## config.mk

```make
export PLATFORM = sky130hd
export DESIGN_NAME = bcd_conversion_arbiter_flat
export DESIGN_NICKNAME = d
export VERILOG_FILES = /design/src/rtl/bcd_conversion_arbiter_if.sv /design/src/rtl/bcd_conversion_arbiter.sv /design/src/flat_wrapper.sv
export SDC_FILE = /design/constraint.sdc
export NUM_CORES = 1
export LEC_CHECK = 0
export ABC_AREA = 1
export BUFFER_PORTS_ARGS = -buffer_cell sky130_fd_sc_hd__buf_2
export CORE_ASPECT_RATIO = 0.8
export CORE_MARGIN = 2
export CORE_UTILIZATION = 60
export DETAILED_ROUTE_END_ITERATION = 16
export PLACE_DENSITY_LB_ADDON = 0.25
export REMOVE_ABC_BUFFERS = 1
export SLEW_MARGIN = 0
export SYNTH_ARGS = -nofsm -noshare
export SYNTH_HDL_FRONTEND = slang
export SYNTH_SLANG_ARGS = --single-unit
```

## constraint.sdc

```tcl
create_clock -name clk -period 3.9 [get_ports clk]
set_clock_uncertainty 0.2 [all_clocks]
set_input_delay 0.78 -clock clk [delete_from_list [all_inputs] [get_ports clk]]
set_output_delay 0.78 -clock clk [all_outputs]
set_load 0.01 [all_outputs]
```

## src/rtl/bcd_conversion_arbiter_if.sv

```systemverilog
// ---------------------------------------------------------------------------
// bcd_conversion_arbiter_if
// Request/grant and result bundle between two binary sources, the shared
// binary-to-BCD converter and the display path.
//   req_0/req_1       level requests, held until the matching grant
//   value_0/value_1   unsigned binary values, stable while requested
//   grant_0/grant_1   one-cycle grant pulses (value captured that cycle)
//   busy              converter occupied (SHIFT or DONE)
//   done              one-cycle pulse, result outputs newly updated
//   done_id           requester served by the latest conversion
//   bcd_out           packed BCD result, [3:0] is the least significant digit
//   overflow          latest value did not fit in DIGITS digits
// master: requester/display side.  slave: converter side.
// ---------------------------------------------------------------------------
interface bcd_conversion_arbiter_if #(
    parameter int WIDTH  = 32,
    parameter int DIGITS = 8
);
    logic                  req_0;
    logic [WIDTH-1:0]      value_0;
    logic                  req_1;
    logic [WIDTH-1:0]      value_1;
    logic                  grant_0;
    logic                  grant_1;
    logic                  busy;
    logic                  done;
    logic                  done_id;
    logic [4*DIGITS-1:0]   bcd_out;
    logic                  overflow;

    modport master (
        output req_0, value_0, req_1, value_1,
        input  grant_0, grant_1, busy, done, done_id, bcd_out, overflow
    );

    modport slave (
        input  req_0, value_0, req_1, value_1,
        output grant_0, grant_1, busy, done, done_id, bcd_out, overflow
    );
endinterface

```

## src/rtl/bcd_conversion_arbiter.sv

```systemverilog
// ---------------------------------------------------------------------------
// bcd_conversion_arbiter
// One iterative shift-and-add-3 binary-to-BCD converter shared by two
// requesters through a round-robin arbiter. One input bit is shifted per
// clock; the result is registered together with a done pulse and the id of
// the requester that was served.
// Ports:
//   clk    rising-edge clock
//   reset  asynchronous, active-low
//   bus    bcd_conversion_arbiter_if.slave (requests, grants, result)
// ---------------------------------------------------------------------------
module bcd_conversion_arbiter #(
    parameter int WIDTH  = 32,
    parameter int DIGITS = 8
) (
    input  logic                     clk,
    input  logic                     reset,
    bcd_conversion_arbiter_if.slave  bus
);
    localparam int ACC_W = 4 * DIGITS;
    localparam int CNT_W = $clog2(WIDTH + 1);

    typedef enum logic [1:0] {IDLE, SHIFT, DONE} state_t;

    state_t             state;
    state_t             state_nxt;
    logic               last;
    logic               id;
    logic [CNT_W-1:0]   count;
    logic               last_shift;
    logic               pick_0;
    logic               pick_1;

    logic [WIDTH-1:0]   sr;
    logic [ACC_W-1:0]   acc;
    logic               ovf;
    logic [ACC_W-1:0]   acc_adj;
    logic [ACC_W-1:0]   acc_nxt;
    logic [WIDTH-1:0]   sr_nxt;
    logic               top_bit;

    logic [ACC_W-1:0]   bcd_q;
    logic               ovf_q;
    logic               id_q;

    function automatic logic [3:0] dabble_adjust(input logic [3:0] d);
        return (d >= 4'd5) ? d + 4'd3 : d;
    endfunction

    // Round-robin choice: on a tie the requester other than `last` wins.
    assign pick_0     = bus.req_0 & (~bus.req_1 | last);
    assign pick_1     = bus.req_1 & (~bus.req_0 | ~last);
    assign last_shift = (count == CNT_W'(WIDTH - 1));

    // Correction, then shift; the bit falling off the top digit is what
    // marks a value too large for DIGITS digits.
    always_comb begin
        acc_adj = '0;
        for (int i = 0; i < DIGITS; i++) begin
            acc_adj[4*i +: 4] = dabble_adjust(acc[4*i +: 4]);
        end
        top_bit = acc_adj[ACC_W-1];
        acc_nxt = {acc_adj[ACC_W-2:0], sr[WIDTH-1]};
        sr_nxt  = {sr[WIDTH-2:0], 1'b0};
    end

    // ---- FSM: state register and control/result registers ----
    always_ff @(posedge clk or negedge reset) begin
        if (!reset) begin
            state <= IDLE;
            last  <= 1'b1;
            id    <= 1'b0;
            count <= '0;
            bcd_q <= '0;
            ovf_q <= 1'b0;
            id_q  <= 1'b0;
        end else begin
            state <= state_nxt;
            if (state == IDLE && (pick_0 || pick_1)) begin
                last  <= pick_1;
                id    <= pick_1;
                count <= '0;
            end
            if (state == SHIFT) begin
                count <= count + 1'b1;
                // Capture the final shift directly so the result lines up with done.
                if (last_shift) begin
                    bcd_q <= acc_nxt;
                    ovf_q <= ovf | top_bit;
                    id_q  <= id;
                end
            end
        end
    end

    // ---- Datapath registers (no reset: always loaded before use) ----
    always_ff @(posedge clk) begin
        if (state == IDLE && (pick_0 || pick_1)) begin
            sr  <= pick_1 ? bus.value_1 : bus.value_0;
            acc <= '0;
            ovf <= 1'b0;
        end else if (state == SHIFT) begin
            sr  <= sr_nxt;
            acc <= acc_nxt;
            ovf <= ovf | top_bit;
        end
    end

    // ---- FSM: next state ----
    always_comb begin
        state_nxt = state;
        case (state)
            IDLE:    if (pick_0 || pick_1) state_nxt = SHIFT;
            SHIFT:   if (last_shift) state_nxt = DONE;
            DONE:    state_nxt = IDLE;
            default: state_nxt = IDLE;
        endcase
    end

    // ---- FSM: outputs ----
    // Grants are masked by reset so a held request shows no grant while in reset.
    always_comb begin
        bus.grant_0 = 1'b0;
        bus.grant_1 = 1'b0;
        bus.busy    = 1'b0;
        bus.done    = 1'b0;
        if (state == IDLE && reset) begin
            bus.grant_0 = pick_0;
            bus.grant_1 = pick_1;
        end
        if (state != IDLE) bus.busy = 1'b1;
        if (state == DONE) bus.done = 1'b1;
    end

    assign bus.bcd_out  = bcd_q;
    assign bus.overflow = ovf_q;
    assign bus.done_id  = id_q;
endmodule

```

## src/flat_wrapper.sv

```systemverilog
// flat-port wrapper written by rule: the top's interface ports become plain ports
module bcd_conversion_arbiter_flat 
#(
    parameter int WIDTH  = 32,
    parameter int DIGITS = 8
)
  (clk, reset, bus_req_0, bus_value_0, bus_req_1, bus_value_1, bus_grant_0, bus_grant_1, bus_busy, bus_done, bus_done_id, bus_bcd_out, bus_overflow);
  bcd_conversion_arbiter_if #(.WIDTH(WIDTH), .DIGITS(DIGITS)) bus_i ();
  input  logic clk;
  input  logic reset;
  input wire logic [$bits(bus_i.req_0)-1:0] bus_req_0;
  input wire logic [$bits(bus_i.value_0)-1:0] bus_value_0;
  input wire logic [$bits(bus_i.req_1)-1:0] bus_req_1;
  input wire logic [$bits(bus_i.value_1)-1:0] bus_value_1;
  output wire logic [$bits(bus_i.grant_0)-1:0] bus_grant_0;
  output wire logic [$bits(bus_i.grant_1)-1:0] bus_grant_1;
  output wire logic [$bits(bus_i.busy)-1:0] bus_busy;
  output wire logic [$bits(bus_i.done)-1:0] bus_done;
  output wire logic [$bits(bus_i.done_id)-1:0] bus_done_id;
  output wire logic [$bits(bus_i.bcd_out)-1:0] bus_bcd_out;
  output wire logic [$bits(bus_i.overflow)-1:0] bus_overflow;
  assign bus_i.req_0 = bus_req_0;
  assign bus_i.value_0 = bus_value_0;
  assign bus_i.req_1 = bus_req_1;
  assign bus_i.value_1 = bus_value_1;
  assign bus_grant_0 = bus_i.grant_0;
  assign bus_grant_1 = bus_i.grant_1;
  assign bus_busy = bus_i.busy;
  assign bus_done = bus_i.done;
  assign bus_done_id = bus_i.done_id;
  assign bus_bcd_out = bus_i.bcd_out;
  assign bus_overflow = bus_i.overflow;
  bcd_conversion_arbiter #(.WIDTH(WIDTH), .DIGITS(DIGITS)) u_core (.clk(clk), .reset(reset), .bus(bus_i));
endmodule
```

==> run_results.csv <==
group,metric,value,unit
outcome,status,"finished, final reports clean",
worst_setup_path,cp_slowest_cell,"nand2_2",
clock_tree,post_cts.repair.setup_buffers,0,
yosys,ys_types,25,
power_and_ir_drop,p_leak,3.16,nW
detailed_routing,vias,4726,
final_layout,nets,861,
timing,tightest_slew,1.02,ns
final_layout,drive_gt1_share,17.2,%
die,placementRows,30,
place,hpwl,8120,µm
yosys,yosysWarnings,0,
worst_setup_path,start_kind,"flip-flop",
worst_setup_path,required,3.96,ns
timing,clock.fmax,370,MHz
clock_tree,cts.path.max_buffers,2,
final_layout,syn_to_final_growth,13.2,%
timing,relSlewSlack,31.8,%
grt,antenna_found_initial,0,
clock_tree,cts_hold_buf,0,
final_layout,fillCellCount,708,
power_and_ir_drop,p_per_area,806,nW/µm²
yosys,synth_seq_cells,109,
min_path,hold_class,"reg2reg",
place,port-buffer-count,105,
grt,grt_first_pass_wirelength,19400,µm
clock_tree,cts-root-buf,"clkbuf_8",
final_layout,seq_area,2720,µm²
timing,fin_crit,2.70,ns
yosys,yosysSeqAreaShare,51.0,%
grt,grt_usage,25.2,%
die,ioPinCount,106,
place,gp_congestion,0.883,
worst_setup_path,crit_path_start,"u_core.state[1]$_DFFE_PN0P_",
timing,setup_viol,0,
die,core,8560,µm²
detailed_routing,via_per_inst,5.29,
worst_setup_path,crit_fanout,35,
clock_tree,clkSinkCount,109,
final_layout,utilization,70.6,%
final_layout,multiInputGateArea,2230,µm²
final_layout,final_common_cell,"nand2_1",
die,dieArea,9670,µm²
die,die_y,88.4,µm
worst_setup_path,crit_path_frequent_cell,"nand2_1",
power_and_ir_drop,ir_drop,0.396,mV
worst_setup_path,cp-end-kind,"flip-flop",
worst_setup_path,crit_path_max_incr_delay,0.65,ns
worst_setup_path,reg2reg_from,"u_core.state[1]$_DFFE_PN0P_",
clock_tree,post_cts_resized,0,
yosys,syn-cell-area,5340,µm²
final_layout,diodes,0,
grt,grt_pass1_vias,4481,
min_path,hold_path.startpoint,"u_core.bus.bcd_out[22]$_DFFE_PN0P_",
flow_run,maxCapViolCount,0,
clock_tree,cts_inserted_buffers,9,
detailed_routing,ant_nets,0,
timing,hold_viol_final,0,
worst_setup_path,crit_arrival,2.76,ns
clock_tree,cts_tree,"yes",
clock_tree,htreeDepth,3,
die,start_util,62.4,%
detailed_routing,drt-initial-drc-count,330,
die,die_w,109,µm
timing,fin_crit_sh,69.3,%
timing,finalSetupTns,0,ns
yosys,avgSynthCellArea,7.84,µm²
worst_setup_path,crit_type,"reg2reg",
detailed_routing,dr.pass1.iters,5,
grt,grt_start_max_net_pins,46,
worst_setup_path,crit_chain,"nor2_8 -> inv_4 -> nand2_2 -> inv_2 -> nand2_1 -> nand2_1",
clock_tree,clock_latency,0.36,ns
yosys,synth_cells,681,
detailed_routing,drc,0,
final_layout,final_cell_mix,"nand2_1, buf_2, o21ai_0",
detailed_routing,drt-total-wl,11800,µm
detailed_routing,post_drt_wl_per_cell,13.2,µm
grt,grt-ovfl-total,0,
timing,rsz0062_at_grt,"no",
clock_tree,clkTransAtPathRegs,0.10,ns
timing,slew_viol_final,0,
## power by group
group	internal, mW	switching [mW]	total, mW
sequential	1.80	0.313	2.11
clock	0.235	0.394	0.629
combinational	0.742	1.39	2.13
total	2.77	2.10	4.87
## critical path: cells and delay by family (launching register included)
kind,cells,cell delay (ns)
AND/OR/NAND/NOR,4,1.35
buffers and inverters,2,0.54
flip-flops,1,0.48
## cells in the mapped netlist
cell / count / area (µm²)
nand2_1: 276 / 1040
o21ai_0: 65 / 325
inv_1: 52 / 195
nor2_1: 47 / 176
dfrtp_1: 43 / 1080
o21ai_1: 39 / 195
dfxtp_1: 33 / 661
edfxtp_1: 32 / 961
nand3_1: 26 / 130
ha_1: 17 / 213
buf_2: 10 / 50.1
o22ai_1: 9 / 56.3
buf_6: 8 / 90.1
clkbuf_1: 7 / 26.3
a21oi_1: 4 / 20.0
inv_2: 2 / 7.51
inv_4: 2 / 12.5
nand4_1: 2 / 12.5
clkinv_2: 1 / 5.00
dfstp_2: 1 / 26.3
nand2_2: 1 / 6.26
nand3_4: 1 / 17.5
nor2_4: 1 / 11.3
nor2_8: 1 / 20.0
o21ai_2: 1 / 8.76
## layer usage
metal	vias up	global-route usage (%)	routed length, µm
met3	7	5.30	615
met4	0	4.83	51
met1	2205	33.6	5190
li1	2378	-	-
met2	136	43.3	5910
met5	-	0	0
## sequential cells by signal (all words and copies together) (netlist names), 2 cells and up
name                cells
u_core.acc             32
u_core.count            6
u_core.sr              32
u_core.bus.bcd_out     32
u_core.state            2
## cell families (layout without fill, tap and decap cells)
group	Yosys count	in the layout	share of synthesized area, %
buffers and inverters	82	182	7.24
adders and majority gates	17	17	3.98
DFF	109	109	51.0
and+or+nand+nor	355	355	26.4
AOI/OAI and AO/OA	118	118	11.3
## cell type report
type | instances | area share, %
sequential | 109 | 45.1
multi-input combinational | 490 | 36.9
timing repair buffer | 109 | 9.19
inverter | 57 | 3.64
tap | 112 | 2.32
clock buffer | 9 | 2.05
clock inverter | 7 | 0.849
## stage by stage
stage | area, µm² | total power, mW | worst slack [ns] | cells | hold WS, ns
floorplan | 5170 | 3.59 | 0.701 | 656 | 0.240
global placement | 5870 | 4.10 | 1.24 | 877 | 0.257
detailed placement | 5870 | 4.24 | 1.18 | 877 | 0.253
CTS | 6040 | 4.87 | 1.17 | 893 | 0.277
global route | 6040 | 5.33 | 0.990 | 893 | 0.298
finish | 6040 | 4.87 | 1.20 | 893 | 0.281
## final timing paths
check,slack (ns),end,cells past startpoint
worst min register to register,0.28,u_core.bus.bcd_out[22]$_DFFE_PN0P_,2
worst max register to register,1.20,u_core.acc[21]$_SDFFE_PP0P_,6
max in group asynchronous,2.70,u_core.bus.bcd_out[7]$_DFFE_PN0P_,2
worst min-delay path,0.28,u_core.bus.bcd_out[22]$_DFFE_PN0P_,2
worst max-delay path,1.20,u_core.acc[21]$_SDFFE_PP0P_,6
min in group asynchronous,0.38,u_core.bus.bcd_out[30]$_DFFE_PN0P_,2
Power figures use the tool's default switching activity.
